`config.mk`:
```
export PLATFORM = sky130hd
export DESIGN_NAME = digota_ctrl
export DESIGN_NICKNAME = d
export VERILOG_FILES = /design/src/rtl/digota_ctrl.sv
export SDC_FILE = /design/constraint.sdc
export NUM_CORES = 1
export LEC_CHECK = 0
export CAP_MARGIN = 20
export CORE_ASPECT_RATIO = 1.5
export CORE_UTILIZATION = 45
export DETAILED_ROUTE_END_ITERATION = 12
export GPL_ROUTABILITY_DRIVEN = 0
export PLACE_DENSITY = 0.66
export SYNTH_ARGS = -nofsm -noshare
export SYNTH_HDL_FRONTEND = slang
export SYNTH_SLANG_ARGS = --single-unit
```
`constraint.sdc`:
```
create_clock -name clk -period 2.28 [get_ports clk]
set_clock_uncertainty 0.15 [all_clocks]
set_input_delay 0.57 -clock clk [delete_from_list [all_inputs] [get_ports clk]]
set_output_delay 0.57 -clock clk [all_outputs]
set_load 0.005 [all_outputs]
```
`src/rtl/digota_ctrl.sv`:
```
`default_nettype none
// ============================================================================
// Module : digota_ctrl
// Comparator synchroniser, glitch filter and break-before-make sequencer
// producing INpb/INmb/oe for the DIGOTA output-stage decoder.
// Rev    : 1.0
// ============================================================================
module digota_ctrl #(
  parameter int SYNC_STAGES = 2,
  parameter int FILT_LEN    = 3,
  parameter int DEAD_CYC    = 2
) (
  input  logic       clk,
  input  logic       rst_n,
  input  logic       en,
  input  logic       cmp_p,
  input  logic       cmp_m,
  input  logic       cnt_clr,
  output logic       INpb,
  output logic       INmb,
  output logic       oe,
  output logic       dead,
  output logic [7:0] sw_cnt
);

  localparam logic [3:0] c_FILT_LEN = 4'(FILT_LEN);
  localparam logic [3:0] c_DEAD_CYC = 4'(DEAD_CYC);

  typedef enum logic [1:0] {
    S_IDLE  = 2'd0,
    S_DEAD  = 2'd1,
    S_DRIVE = 2'd2
  } state_t;

  logic [SYNC_STAGES-1:0] r_sync_p;
  logic [SYNC_STAGES-1:0] r_sync_m;
  logic [1:0]             w_sync;

  logic [1:0] r_cand;
  logic [3:0] r_run;
  logic [3:0] w_run_inc;
  logic [1:0] r_filt;

  state_t     r_state;
  state_t     w_state_nxt;
  logic [1:0] r_code;
  logic [1:0] w_code_nxt;
  logic [3:0] r_dc;
  logic [3:0] w_dc_nxt;
  logic       w_inc;
  logic       r_oe;
  logic       r_dead;
  logic [7:0] r_cnt;

  always_ff @(posedge clk or negedge rst_n) begin
    if (!rst_n) begin
      r_sync_p <= '0;
      r_sync_m <= '0;
    end else begin
      r_sync_p <= {r_sync_p[SYNC_STAGES-2:0], cmp_p};
      r_sync_m <= {r_sync_m[SYNC_STAGES-2:0], cmp_m};
    end
  end

  assign w_sync    = {r_sync_p[SYNC_STAGES-1], r_sync_m[SYNC_STAGES-1]};
  assign w_run_inc = (r_run == c_FILT_LEN) ? r_run : r_run + 4'd1;

  // run counts consecutive identical samples of cand; filt only accepts a full run
  always_ff @(posedge clk or negedge rst_n) begin
    if (!rst_n) begin
      r_cand <= 2'b00;
      r_run  <= 4'd0;
      r_filt <= 2'b00;
    end else if (w_sync != r_cand) begin
      r_cand <= w_sync;
      r_run  <= 4'd1;
    end else begin
      r_run <= w_run_inc;
      if (w_run_inc == c_FILT_LEN) begin
        r_filt <= r_cand;
      end
    end
  end

  always_comb begin
    w_state_nxt = r_state;
    w_code_nxt  = r_code;
    w_dc_nxt    = r_dc;
    w_inc       = 1'b0;
    case (r_state)
      S_IDLE: begin
        w_code_nxt = 2'b00;
        if (en) begin
          w_code_nxt  = r_filt;
          w_dc_nxt    = c_DEAD_CYC;
          w_state_nxt = S_DEAD;
        end
      end
      S_DEAD: begin
        if (!en) begin
          w_state_nxt = S_IDLE;
          w_code_nxt  = 2'b00;
        end else if (r_filt != r_code) begin
          w_code_nxt = r_filt;
          w_dc_nxt   = c_DEAD_CYC;
        end else if (r_dc == 4'd1) begin
          w_state_nxt = S_DRIVE;
        end else begin
          w_dc_nxt = r_dc - 4'd1;
        end
      end
      S_DRIVE: begin
        if (!en) begin
          w_state_nxt = S_IDLE;
          w_code_nxt  = 2'b00;
        end else if (r_filt != r_code) begin
          w_state_nxt = S_DEAD;
          w_code_nxt  = r_filt;
          w_dc_nxt    = c_DEAD_CYC;
          w_inc       = 1'b1;
        end
      end
      default: begin
        w_state_nxt = S_IDLE;
        w_code_nxt  = 2'b00;
      end
    endcase
  end

  // oe/dead are registered from the next state so they align with r_state
  always_ff @(posedge clk or negedge rst_n) begin
    if (!rst_n) begin
      r_state <= S_IDLE;
      r_code  <= 2'b00;
      r_dc    <= 4'd0;
      r_oe    <= 1'b0;
      r_dead  <= 1'b0;
    end else begin
      r_state <= w_state_nxt;
      r_code  <= w_code_nxt;
      r_dc    <= w_dc_nxt;
      r_oe    <= (w_state_nxt == S_DRIVE);
      r_dead  <= (w_state_nxt == S_DEAD);
    end
  end

  always_ff @(posedge clk or negedge rst_n) begin
    if (!rst_n) begin
      r_cnt <= 8'd0;
    end else if (cnt_clr) begin
      r_cnt <= 8'd0;
    end else if (w_inc && (r_cnt != 8'hFF)) begin
      r_cnt <= r_cnt + 8'd1;
    end
  end

  assign INpb   = r_code[1];
  assign INmb   = r_code[0];
  assign oe     = r_oe;
  assign dead   = r_dead;
  assign sw_cnt = r_cnt;

endmodule
`default_nettype wire
```
* Word level (Yosys, flattened, before mapping)
Index checks and enable logic that the tools add are counted.
** Cells by class
- $add $sub $neg :: 3
- Equal/unequal tests :: 16
- Mux-type cells :: 25
- Bitwise logic cells :: 1
- Reduce and logical (&&, ||, !) cells :: 7
** Operators with widths (number)
- $mux W4 :: 8
- $mux W2 :: 9
- $mux W8 :: 2
- $pmux W4 S3 :: 1
- $add A8 B1 Y8 const B :: 1
- $eq A4 B2 Y1 const B :: 2
- $ne A2 B2 Y1 const B :: 4
- $ne A8 B8 Y1 const B :: 1
- $pmux W2 S3 :: 1
- $reduce_and A6 Y1 :: 1
- $add A4 B1 Y4 const B :: 1
- $eq A2 B1 Y1 const B :: 2
- $eq A2 B2 Y1 const B :: 2
- $eq A4 B1 Y1 const B :: 1
- $ne A2 B2 Y1 :: 2
- $pmux W2 S2 :: 1
- $sub A4 B1 Y4 const B :: 1
- $mux W1 :: 3
- $ne A3 B2 Y1 const B :: 1
- $ne A3 B3 Y1 const B :: 1
- $reduce_bool A3 Y1 :: 1
- $logic_not A2 Y1 :: 1
- $reduce_and A2 Y1 :: 1
- $reduce_bool A2 Y1 :: 1
- other kinds (3) :: 3
** Word-level totals
- Register bits :: 30
- Output and inout bits :: 12
- Word-level logic and storage cells :: 63

* Longest topological paths before layout
- Depth after elaboration :: 7
- Mapped depth :: 7
- Depth with buffers taken out :: 6

* Worst setup path after synthesis
Ideal clock, no wire load.
- Kind :: register -> register
- Start point :: register r_state[0]
- End point :: register r_dc[3]
- Library setup time :: 0.121 ns
- Data arrival time :: 1.698 ns
- Path slack :: 0.311 ns
- Cell stages (with the launch flop) :: 8
- Path buffers :: 1
- Clock period less this slack :: 1.969 ns
- Cells stage by stage :: dfrtp_1 inv_1 ha_1 clkbuf_1 or4_1 nor2_1 o21ai_0 a22o_1
** On the way
- Longest elaborated chain between the ends :: 3
- Elaborated cells between the ends (all ways) :: 11
- Classes of those cells :: eq/ne (7); mux (1); reduce/logical (3)
** RTL lines
- start: declaration :: RTL line 44 : state_t r_state;
- start signal: assignment :: RTL line 139 : r_state <= w_state_nxt;
- $eq A2 B1 Y1 (tied with other cells) :: RTL line 90 : case (r_state)
- $ne A3 B3 Y1 (no line) (tied with other cells)
- $reduce_and A6 Y1 (no line)
- end signal: assignment :: RTL line 141 : r_dc <= w_dc_nxt;
- end: declaration :: RTL line 48 : logic [3:0] r_dc;
Parallel ways exist; a longest one is shown, timed or not.
A chain may end at the register's enable or synchronous reset.

* Final worst setup path
- Start point :: register r_state[0]
- End point :: register r_cnt[5] (netlist: sw_cnt[5])
** On the way
- Longest elaborated chain between the ends :: 4
** RTL lines
- $eq A2 B2 Y1 :: RTL line 90
- $mux W1 :: RTL line 90
- $logic_and A1 B1 Y1 :: RTL line 152 : end else if (w_inc && (r_cnt != 8'hFF)) begin
- $reduce_bool A2 Y1 (no line)
- end signal: assignment :: RTL line 153 : r_cnt <= r_cnt + 8'd1;
- end: declaration :: RTL line 53 : logic [7:0] r_cnt;
Every way passes these cells.

==> results.json <==
{
  "status": "finished clean",
  "holdWs_ns": 0.206,
  "grt_pass1_vias": 1296,
  "post_cts_buffers": 0,
  "grt_max_degree": 31,
  "final_antenna_net_count": 0,
  "relSlewSlack": 0.565,
  "yosysTopAreaCell": "dfrtp_1",
  "drtIter0Drc": 23,
  "arrival_ns": 2.15,
  "setup_tns_ns": 0,
  "finalCriticalPeriod_ns": 2.13,
  "io_buffers": 17,
  "ys_seq_elements": 30,
  "hold_viol": 0,
  "synth-async-reset-ratio": 1.00,
  "overflow": 0,
  "p_leak_nw": 0.828,
  "grt_first_pass_wirelength_um": 5580,
  "wire_per_inst_um": 14.4,
  "coreArea_mm2": 0.00342,
  "critPathMaxFanout": 8,
  "synth-seq-area-share": 0.466,
  "reg2reg_depth": 6,
  "drive_gt1_frac": 0.127,
  "clk_pin_slew_ns": 0.06,
  "synthTopCellsByCount": "30 x dfrtp_1, 13 x nor2_1, 9 x nand2_1",
  "drv_slew": 0,
  "largest_register_ffs": 8,
  "cts-buffers-inserted": 5,
  "setup_violations": 0,
  "die_area_mm2": 0.00383,
  "cts.sinks": 30,
  "synth.top_cell.area_share": 0.466,
  "vdd_drop_max_v": 0.000504,
  "crit_path_start_kind": "flop",
  "fill_cells": 320,
  "nNetsFinal": 194,
  "synth_cell_types": 41,
  "worst_hold_path.endpoint": "r_sync_m[1]$_DFF_PN0_",
  "first_pass_iters": 4,
  "clockBufferDepth": 2,
  "synth_nets": 172,
  "h-tree-depth": 2,
  "path_class": "reg2reg",
  "drc": 0,
  "synth_edf_count": 0,
  "std_cell_rows": 26,
  "r2r_setup_slack_ns": 0.15,
  "synth_cells": 158,
  "finalWirelength_um": 3210,
  "cp-end-kind": "flop",
  "vias_per_cell": 5.72,
  "antennaDiodeCount": 0,
  "r2r_start": "r_state[0]$_DFF_PN0_",
  "dpl.hpwl_um": 2390,
  "vias": 1275,
  "synthFlopType": "dfrtp_1",
  "yosys_warnings": 0,
  "hp-class": "reg2reg",
  "io_pins": 18,
  "hold_buffers": 0,
  "hold_start": "r_sync_m[0]$_DFF_PN0_",
  "cts_tree": "built",
  "maxCapViolations": 0,
  "cp.required_ns": 2.29,
  "clkLatencyLatePin_ns": 0.28,
  "antenna_found_initial": 0,
  "power-per-cell-area_mw_per_mm2": 1030,
  "ctsResizeCount": 0,
  "die_x_um": 50.8,
  "worst_pin_slew_ns": 0.647,
  "avgSynthCellArea_um2": 10.2,
  "netlist_area_mm2": 0.00161,
  "post-route-period-util": 0.936,
  "cts_root_buf": "clkbuf_8",
  "max_freq_mhz": 469,
  "die_y_um": 75.3,
  "synthMostInstantiatedCell": "dfrtp_1",
  "holdPathStages": 0,
  "rsz0062_at_grt": "no",
  "grtUsageTotal": 0.196,
  "synthToLayoutAreaGrowth_pct": 23.2,
  "initial_core_util": 0.471,
  "r2r-end": "sw_cnt[5]$_DFFE_PN0P_",
  "synth.area.top_cells": "dfrtp_1 47%, ha_1 6.2%, mux2_2 3.5%"
}
==> through the flow <==
stage	setup slack (ns)	area, um2	cells	power, mW	util
floorplan	0.311	1610	158	1.17	-
global placement	0.0312	1830	215	1.35	0.537
detailed placement	-0.0102	1830	215	1.38	0.537
CTS	0.0889	1980	223	2.05	0.578
global route	0.00576	1980	223	2.16	0.581
finish	0.147	1980	223	2.04	0.581
==> cell type report <==
type | instances | area, um2 | area share
Multi-Input combinational cell | 115 | 811 | 0.409
Sequential cell | 30 | 751 | 0.379
Timing Repair Buffer | 21 | 200 | 0.101
Clock buffer | 6 | 82.6 | 0.0416
Clock inverter | 2 | 60.1 | 0.0303
Tap cell | 42 | 52.6 | 0.0265
Inverter | 7 | 26.3 | 0.0132
==> worst max path at each step <==
stage | from | endpoint
2_1_floorplan | r_state[0]$_DFF_PN0_ | r_dc[3]$_DFFE_PN0P_
3_3_place_gp | en | sw_cnt[5]$_DFFE_PN0P_
3_5_place_dp | en | sw_cnt[5]$_DFFE_PN0P_
4_1_cts | r_run[0]$_DFF_PN0_ | r_filt[0]$_DFFE_PN0P_
5_1_grt | r_state[0]$_DFF_PN0_ | sw_cnt[5]$_DFFE_PN0P_
6_report | r_state[0]$_DFF_PN0_ | sw_cnt[5]$_DFFE_PN0P_
==> layout by cell type (no fill, tap or decap), types with 3 or more instances in the layout <==
cell and instances:
nand2_1 9, nand3_1 7, nor4_1 3, nor2b_1 8, ha_1 8, clkdlybuf4s50_1 17
xnor2_1 3, a21oi_1 4, o21ai_0 7, nor3_1 8, buf_4 4, dfrtp_1 30
inv_1 7, nand2b_1 3, clkbuf_8 6, mux2_2 5, xor2_1 3, mux2i_1 5
nor2_1 13
==> power by group <==
part / total (mW) / switching, mW / internal, mW
Sequential: 0.717 / 0.0931 / 0.624
Combinational: 0.662 / 0.357 / 0.306
Clock: 0.662 / 0.196 / 0.466
==> kinds of logic (layout without fill, tap and decap cells) <==
logic type,Yosys count,in the layout,synth area share
simple gates,60,60,0.197
compound gates,30,30,0.131
mux,10,10,0.0660
flops,30,30,0.466
buf+inv,13,36,0.0350
xor+xnor,7,7,0.0427
fa+ha+maj,8,8,0.0622
==> metal layers <==
layer  vias to the layer above  wire (um)  track usage
li1                        610          -            -
met1                       635       1260        0.199
met2                        23       1800        0.381
met3                         7         91       0.0404
met4                         0         57       0.0833
met5                         -          0            0
==> worst max-delay path: stages (launching register included) <==
cell and delay [ns]:
dfrtp_1 0.43, inv_1 0.12, ha_1 0.30, nand2_1 0.11
a21o_1 0.21, nor4_1 0.32, mux2_2 0.37
(Power assumes the default switching activity.)
